## src/rtl/edge_filter_pkg.sv

```systemverilog
// Shared types, kernel weights and the magnitude helper for the vertical-gradient edge filter.
package edge_filter_pkg;

    typedef enum logic [1:0] {
        BYPASS = 2'd0,
        K3_BIN = 2'd1,
        K5_BIN = 2'd2,
        K5_MAG = 2'd3
    } mode_e;

    typedef logic signed [2:0] wgt_t;

    // Index 0 is the oldest (top) row / leftmost column of the kernel.
    localparam wgt_t ROW_W3 [3] = '{3'sd1, 3'sd0, -3'sd1};
    localparam wgt_t COL_W3 [3] = '{3'sd1, 3'sd2, 3'sd1};
    localparam wgt_t ROW_W5 [5] = '{3'sd2, 3'sd1, 3'sd0, -3'sd1, -3'sd2};
    localparam wgt_t COL_W5 [5] = '{3'sd1, 3'sd1, 3'sd2, 3'sd1, 3'sd1};

    function automatic logic [31:0] sat_mag(input logic signed [31:0] g, input int unsigned bits);
        logic [31:0] a;
        logic [31:0] lim;
        a   = (g < 0) ? 32'(-g) : 32'(g);
        lim = (32'd1 << bits) - 32'd1;
        return (a > lim) ? lim : a;
    endfunction

endpackage

```

## src/rtl/line_buffer.sv

```systemverilog
// Row delay line: dout is the word written DEPTH enabled cycles earlier.
// Latency: DEPTH enabled writes; read is combinational from the slot about to be overwritten.
// Backpressure: none internally; holds completely while en is low.
module line_buffer #(
    parameter int DEPTH = 320,
    parameter int WIDTH = 12
) (
    input  logic             clk,
    input  logic             reset_n,
    input  logic             en,
    input  logic [WIDTH-1:0] din,
    output logic [WIDTH-1:0] dout
);

    localparam int AW = (DEPTH > 1) ? $clog2(DEPTH) : 1;

    logic [WIDTH-1:0] mem [DEPTH];
    logic [AW-1:0]    ptr;

    assign dout = mem[ptr];

    always_ff @(posedge clk) begin
        if (en) begin
            mem[ptr] <= din;
        end
    end

    always_ff @(posedge clk or negedge reset_n) begin
        if (!reset_n) begin
            ptr <= '0;
        end else if (en) begin
            ptr <= (ptr == AW'(DEPTH - 1)) ? '0 : ptr + AW'(1);
        end
    end

endmodule

```

## src/rtl/edge_filter_stream.sv

```systemverilog
// Streaming vertical-gradient edge detector (bypass / 3x3 / 5x5 binary / 5x5 grey magnitude).
// Latency: 3 enabled cycles from accepted input beat to valid_out; bubbles pass through as valid_out=0.
// Backpressure: whole datapath stalls on ready_in low; ready_out mirrors ready_in, outputs hold.
module edge_filter_stream
    import edge_filter_pkg::*;
#(
    parameter int IMG_W   = 320,
    parameter int IMG_H   = 240,
    parameter int CH_BITS = 4,
    parameter int KMAX    = 5,
    parameter int ACC_W   = CH_BITS + 6
) (
    input  logic                   clk,
    input  logic                   reset_n,
    input  logic [1:0]             mode,
    input  logic [ACC_W-2:0]       thresh,
    input  logic                   valid_in,
    input  logic                   startofpacket_in,
    input  logic                   endofpacket_in,
    input  logic [3*CH_BITS-1:0]   data_in,
    output logic                   ready_out,
    input  logic                   ready_in,
    output logic                   valid_out,
    output logic                   startofpacket_out,
    output logic                   endofpacket_out,
    output logic [3*CH_BITS-1:0]   data_out
);

    localparam int PIX_W  = 3 * CH_BITS;
    localparam int CW     = (IMG_W > 1) ? $clog2(IMG_W) : 1;
    localparam int RW     = (IMG_H > 1) ? $clog2(IMG_H) : 1;
    localparam int CH_MAX = (2 ** CH_BITS) - 1;
    localparam int OFS3   = KMAX - 3;

    typedef logic signed [ACC_W-1:0] acc_t;
    typedef logic [PIX_W-1:0]        pix_t;

    logic en;
    logic take;

    assign en        = ready_in;
    assign ready_out = ready_in;
    assign take      = valid_in & ready_in;

    // ---------------- position counters and per-frame mode latch ----------------
    logic [CW-1:0]    col_q, pos_col;
    logic [RW-1:0]    row_q, pos_row;
    mode_e            mode_q, mode_cur;
    logic [ACC_W-2:0] thresh_q, thr_cur;

    always_comb begin
        pos_col  = startofpacket_in ? '0 : col_q;
        pos_row  = startofpacket_in ? '0 : row_q;
        mode_cur = startofpacket_in ? mode_e'(mode) : mode_q;
        thr_cur  = startofpacket_in ? thresh : thresh_q;
    end

    always_ff @(posedge clk or negedge reset_n) begin
        if (!reset_n) begin
            col_q    <= '0;
            row_q    <= '0;
            mode_q   <= BYPASS;
            thresh_q <= '0;
        end else if (take) begin
            mode_q   <= mode_cur;
            thresh_q <= thr_cur;
            if (pos_col == CW'(IMG_W - 1)) begin
                col_q <= '0;
                row_q <= (pos_row == RW'(IMG_H - 1)) ? pos_row : pos_row + RW'(1);
            end else begin
                col_q <= pos_col + CW'(1);
                row_q <= pos_row;
            end
        end
    end

    // ---------------- line buffers and KMAX x KMAX window ----------------
    pix_t lb_in  [KMAX-1];
    pix_t lb_out [KMAX-1];
    pix_t tap    [KMAX];
    pix_t hist   [KMAX][KMAX-1];
    pix_t win    [KMAX][KMAX];

    genvar gk;
    generate
        for (gk = 0; gk < KMAX - 1; gk++) begin : g_lb
            if (gk == 0) begin : g_head
                assign lb_in[gk] = data_in;
            end else begin : g_chain
                assign lb_in[gk] = lb_out[gk-1];
            end
            line_buffer #(
                .DEPTH (IMG_W),
                .WIDTH (PIX_W)
            ) u_lb (
                .clk     (clk),
                .reset_n (reset_n),
                .en      (take),
                .din     (lb_in[gk]),
                .dout    (lb_out[gk])
            );
            // Window row KMAX-1 is the current row; row KMAX-2-gk is gk+1 rows back.
            assign tap[KMAX-2-gk] = lb_out[gk];
        end
    endgenerate

    assign tap[KMAX-1] = data_in;

    always_ff @(posedge clk) begin
        if (take) begin
            for (int r = 0; r < KMAX; r++) begin
                for (int c = 0; c < KMAX - 2; c++) begin
                    hist[r][c] <= hist[r][c+1];
                end
                hist[r][KMAX-2] <= tap[r];
            end
        end
    end

    always_comb begin
        for (int r = 0; r < KMAX; r++) begin
            for (int c = 0; c < KMAX - 1; c++) begin
                win[r][c] = hist[r][c];
            end
            win[r][KMAX-1] = tap[r];
        end
    end

    // The 3x3 kernel sits in the bottom-right corner of the window; other taps weigh zero.
    function automatic wgt_t col_w(input mode_e m, input int c);
        if (m == K3_BIN) begin
            return (c >= OFS3) ? COL_W3[2'(c - OFS3)] : wgt_t'(0);
        end
        return COL_W5[3'(c)];
    endfunction

    function automatic wgt_t row_w(input mode_e m, input int r);
        if (m == K3_BIN) begin
            return (r >= OFS3) ? ROW_W3[2'(r - OFS3)] : wgt_t'(0);
        end
        return ROW_W5[3'(r)];
    endfunction

    // ---------------- S1: column-weighted row sums ----------------
    acc_t        rs_d [KMAX][3];
    logic        border_d;
    logic [31:0] k_lim;

    always_comb begin : s1_sum
        acc_t t;
        for (int r = 0; r < KMAX; r++) begin
            for (int ch = 0; ch < 3; ch++) begin
                t = '0;
                for (int c = 0; c < KMAX; c++) begin
                    t = t + acc_t'(col_w(mode_cur, c)) *
                            acc_t'({1'b0, win[r][c][ch*CH_BITS +: CH_BITS]});
                end
                rs_d[r][ch] = t;
            end
        end
        k_lim    = (mode_cur == K3_BIN) ? 32'd2 : 32'(KMAX - 1);
        border_d = (32'(pos_row) < k_lim) || (32'(pos_col) < k_lim);
    end

    logic             s1_vld, s1_sop, s1_eop, s1_border;
    pix_t             s1_pix;
    mode_e            s1_mode;
    logic [ACC_W-2:0] s1_thr;
    acc_t             s1_rs [KMAX][3];

    always_ff @(posedge clk or negedge reset_n) begin
        if (!reset_n) begin
            s1_vld    <= 1'b0;
            s1_sop    <= 1'b0;
            s1_eop    <= 1'b0;
            s1_border <= 1'b0;
            s1_pix    <= '0;
            s1_mode   <= BYPASS;
            s1_thr    <= '0;
            for (int r = 0; r < KMAX; r++) begin
                for (int ch = 0; ch < 3; ch++) begin
                    s1_rs[r][ch] <= '0;
                end
            end
        end else if (en) begin
            s1_vld    <= take;
            s1_sop    <= take & startofpacket_in;
            s1_eop    <= take & endofpacket_in;
            s1_border <= border_d;
            s1_pix    <= data_in;
            s1_mode   <= mode_cur;
            s1_thr    <= thr_cur;
            s1_rs     <= rs_d;
        end
    end

    // ---------------- S2: row weighting, upper and lower partial sums ----------------
    acc_t pa_d [3];
    acc_t pb_d [3];

    always_comb begin
        for (int ch = 0; ch < 3; ch++) begin
            pa_d[ch] = '0;
            pb_d[ch] = '0;
            for (int r = 0; r < KMAX; r++) begin
                if (r <= KMAX / 2) begin
                    pa_d[ch] = pa_d[ch] + acc_t'(row_w(s1_mode, r)) * s1_rs[r][ch];
                end else begin
                    pb_d[ch] = pb_d[ch] + acc_t'(row_w(s1_mode, r)) * s1_rs[r][ch];
                end
            end
        end
    end

    logic             s2_vld, s2_sop, s2_eop, s2_border;
    pix_t             s2_pix;
    mode_e            s2_mode;
    logic [ACC_W-2:0] s2_thr;
    acc_t             s2_pa [3];
    acc_t             s2_pb [3];

    always_ff @(posedge clk or negedge reset_n) begin
        if (!reset_n) begin
            s2_vld    <= 1'b0;
            s2_sop    <= 1'b0;
            s2_eop    <= 1'b0;
            s2_border <= 1'b0;
            s2_pix    <= '0;
            s2_mode   <= BYPASS;
            s2_thr    <= '0;
            for (int ch = 0; ch < 3; ch++) begin
                s2_pa[ch] <= '0;
                s2_pb[ch] <= '0;
            end
        end else if (en) begin
            s2_vld    <= s1_vld;
            s2_sop    <= s1_sop;
            s2_eop    <= s1_eop;
            s2_border <= s1_border;
            s2_pix    <= s1_pix;
            s2_mode   <= s1_mode;
            s2_thr    <= s1_thr;
            s2_pa     <= pa_d;
            s2_pb     <= pb_d;
        end
    end

    // ---------------- S3: total, magnitude and output selection ----------------
    acc_t             g_sum [3];
    logic [ACC_W-2:0] mag   [3];
    logic [ACC_W-2:0] mag_q [3];
    logic             hit;
    pix_t             mag_pix;
    pix_t             res_d;

    always_comb begin
        hit     = 1'b0;
        mag_pix = '0;
        for (int ch = 0; ch < 3; ch++) begin
            g_sum[ch] = s2_pa[ch] + s2_pb[ch];
            mag[ch]   = (ACC_W-1)'(sat_mag(32'(g_sum[ch]), ACC_W - 1));
            mag_q[ch] = mag[ch] >> 2;
            hit       = hit | (mag[ch] >= s2_thr);
            mag_pix[ch*CH_BITS +: CH_BITS] = (mag_q[ch] > (ACC_W-1)'(CH_MAX)) ?
                                             '1 : CH_BITS'(mag_q[ch]);
        end
        if (s2_mode == BYPASS) begin
            res_d = s2_pix;
        end else if (s2_border) begin
            res_d = '0;
        end else if (s2_mode == K5_MAG) begin
            res_d = mag_pix;
        end else begin
            res_d = hit ? '1 : '0;
        end
    end

    always_ff @(posedge clk or negedge reset_n) begin
        if (!reset_n) begin
            valid_out         <= 1'b0;
            startofpacket_out <= 1'b0;
            endofpacket_out   <= 1'b0;
            data_out          <= '0;
        end else if (en) begin
            valid_out         <= s2_vld;
            startofpacket_out <= s2_sop;
            endofpacket_out   <= s2_eop;
            data_out          <= res_d;
        end
    end

endmodule
```

## config.mk

```make
export PLATFORM = sky130hd
export DESIGN_NAME = edge_filter_stream
export DESIGN_NICKNAME = d
export VERILOG_FILES = /design/src/rtl/edge_filter_pkg.sv /design/src/rtl/line_buffer.sv /design/src/rtl/edge_filter_stream.sv
export SDC_FILE = /design/constraint.sdc
export NUM_CORES = 1
export LEC_CHECK = 0
export BUFFER_PORTS_ARGS = -buffer_cell sky130_fd_sc_hd__buf_2
export CORE_UTILIZATION = 40
export DETAILED_ROUTE_END_ITERATION = 8
export GPL_ROUTABILITY_DRIVEN = 0
export GPL_TIMING_DRIVEN = 0
export PLACE_DENSITY = 0.56
export SLEW_MARGIN = 20
export SYNTH_ARGS = -nofsm -noshare
export SYNTH_HDL_FRONTEND = slang
export SYNTH_HIERARCHICAL = 1
export SYNTH_SLANG_ARGS = --single-unit
```

## constraint.sdc

```tcl
create_clock -name clk -period 2.5 [get_ports clk]
set_input_delay 0.5 -clock clk [delete_from_list [all_inputs] [get_ports clk]]
set_output_delay 0.5 -clock clk [all_outputs]
set_load 0.005 [all_outputs]
```

==> flow_summary_export.csv <==
group,metric,value,unit
yosys,synth_top_area_share,56.7,%
place,portBuffers,43,
yosys,yosysMostFrequentCell,"dfrtp_1",
critical_path,crit_type,"input port to flop",
outcome,outcome,"finished clean",
clock_tree,cts_max_level,3,
route,viasPerCell,5.22,
route,drc_errors,0,
sta,drv_slew,0,
sta,finalCritPeriodShare,91.2,%
global_routing,grt_pass1_vias,2903,
sta,fin_skew,0.0119,ns
critical_path,worstSetupStartpointType,"input port",
clock_tree,root_buffer,"clkbuf_8",
route,vias,2944,
final_layout,final_area,0.00490,mm²
route,ant_nets,0,
final_layout,seq_area,0.00243,mm²
route,drt_iter0_drc,95,
yosys,yosysTopAreaCell,"dfrtp_1",
yosys,async_flop_share,100,%
floorplan,start_util,41.3,%
floorplan,core_area,0.0104,mm²
yosys,synth_area,0.00428,mm²
critical_path,cpPeakStageDelay,0.35,ns
place,dp_hpwl,5.93,mm
final_layout,drive_above_1_share,29.2,%
critical_path,cp_data_arrival_time,2.55,ns
clock_tree,cts_tree,"done",
critical_path,cp.required,2.77,ns
sta,grt_setup_unrepaired,"false",
critical_path,critPathSlowestCell,"o31a_1",
power,powerDensity,694,mW/mm²
sta,maxSlewHeadroom,63.1,%
critical_path,end_kind,"flop",
global_routing,gr-usage-all-layers,16.8,%
sta,fin_crit,2.28,ns
yosys,synth_mux_area_share,17.2,%
yosys,syn_avg_cell_area,11.6,µm²
final_layout,multi_input_area,0.00173,mm²
yosys,ys_types,44,
route,firstDrtPassIters,4,
sta,fmax,439,MHz
final_layout,post-route-util,47.3,%
final_layout,diodes,0,
route,routed_wl,8.60,mm
power,peakVddDrop,0.000333,V
critical_path,worst-path-max-fanout,10,
yosys,synth_compound_gate_area_share,8.21,%
clock_tree,clock_sinks,97,
global_routing,grt_max_degree,52,
yosys,synth_seq_cells,97,
yosys,synth_cells,369,
yosys,synth_fa_ha_area_share,1.17,%
yosys,synthTopCellsByCount,"dfrtp_1 (97), mux2_2 (53), nor2_1 (33)",
run,max_cap_viol_count,0,
clock_tree,worstSkewPairLatency,0.37,ns
critical_path,reg2reg_slack,0.41,ns
clock_tree,cts_buffer_depth,2,
yosys,yosysWarnings,6,
yosys,synth_area_leaders,"dfrtp_1 (57%), mux2_2 (14%), mux2i_1 (3.3%)",
global_routing,antenna_found_initial,0,
route,wl_per_cell,15.3,µm
critical_path,path_cells,"buf_2 -> buf_2 -> clkbuf_2 -> nor2b_1 -> ha_1 -> and2_1 -> nand4_1 -> o31a_1 -> o21a_1",
sta,tightest_slew,0.553,ns
yosys,synthSimpleGateAreaFrac,12.7,%
yosys,synth_edf_count,0,
yosys,synth_ff_type,"dfrtp_1",
yosys,synth_xor_area_share,1.02,%
clock_tree,post-cts-setup-buffers,0,
final_layout,area_delta_synth_final,14.4,%
floorplan,dieArea,0.0111,mm²
floorplan,dieWidth,105,µm
floorplan,die_y,105,µm
sta,setup_viol,0,
floorplan,core.rowCount,37,
clock_tree,cts_buffers,9,
floorplan,ios,45,
power,p_leak,2.17,nW
place,placed_cell_area,0.00470,mm²
critical_path,crit_path_frequent_cell,"buf_2",
global_routing,gr-total-overflow,0,
yosys,synth_top_family_by_area,"multiplexers",
sta,hold_viol_final,0,
global_routing,grt_pass1_wl,14.5,mm
final_layout,fillCellCount,983,
sta,finalSetupTns,0,ns
yosys,syn-num-nets,402,
clock_tree,clk_pin_slew_worst_paths,0.10,ns
min_path,worstHoldPathType,"input port to async pin",
power,totalPowerFinal,3.40,mW
yosys,seq_area_frac_synth,56.7,%
final_layout,final_net_count,456,
## routing by layer
metal,global-route usage [%],vias to the layer above,wire length (µm)
li1,-,1420,-
met1,23.1,1470,4270
met2,26.4,42,3950
met3,2.47,12,226
met4,7.65,0,159
met5,0,-,0
## kinds of logic (layout without fill, tap and decap cells)
kind of cell,after synthesis,after routing
simple gates,108,108
xor+xnor,5,5
fa+ha+maj,4,4
compound gates,58,58
buf+inv,30,89
flops,97,97
mux,67,67
## cell type report
type / count / area share (%)
buffer: 22 / 2.02
inverter: 7 / 0.536
sequential: 97 / 49.5
tap: 136 / 3.47
clock buffer: 10 / 2.60
timing repair buffer: 44 / 5.08
multi-input combinational: 242 / 35.3
clock inverter: 6 / 1.51
## power by group
part,switching (mW),internal [mW],leakage (nW)
Sequential,0.118,1.77,1.17
Clock,0.581,0.478,0.0954
Combinational,0.218,0.238,0.908
## path summary, 6_finish.rpt
path,start,end,depth (start not counted)
max in group asynchronous,reset_n,s2_thr[8],2
min in group clk,data_in[10],s1_pix[10],2
worst min-delay path,reset_n,col_q[2],1
worst min register to register,thresh_q[5],thresh_q[5],1
worst max register to register,mode_q[0],s1_border,7
worst max-delay path,startofpacket_in,row_q[3],9
## layout by cell type, fill, tap and decap left out, types with 7 or more instances in the layout
master    synthesis  routed
dfrtp_1          97      97
mux2_2           53      53
buf_2             9      51
nor2_1           33      33
nand2_1          30      30
a31oi_1          16      16
a21oi_1          15      15
mux2i_1          14      14
o21ai_0          13      13
clkbuf_1         12      12
clkbuf_8          0       9
nor3_1            7       7
inv_1             7       7
## sequential cells by signal, indices dropped and copies added, names as in the netlist, 8 cells and up
name and count:
data_out 12, thresh_q 9, s2_thr 9, row_q 8, s1_thr 9, col_q 9, s1_pix 12, s2_pix 12
## stage by stage
stage                     instances  setup WS, ns  hold WS (ns)
after floorplan                 369         0.214         0.204
after global placement          548        -0.367         0.485
after global routing            564        0.0743        0.0801
after detailed placement        549        -0.383         0.472
final                           564         0.220        0.0560
after CTS                       565        0.0188        0.0649
## critical path, delay by kind of cell
kind	cells	cell delay, ns
and+or+nand+nor	3	0.70
adders and majority gates	1	0.25
buffers and inverters	3	0.57
AOI/OAI and AO/OA	2	0.53
## what timing repair did
item	CTS	global route
setup endpoints to repair	0	7
hold buffers	0	0
resized for setup	0	1
No activity file was read; power rests on OpenSTA's default activity.
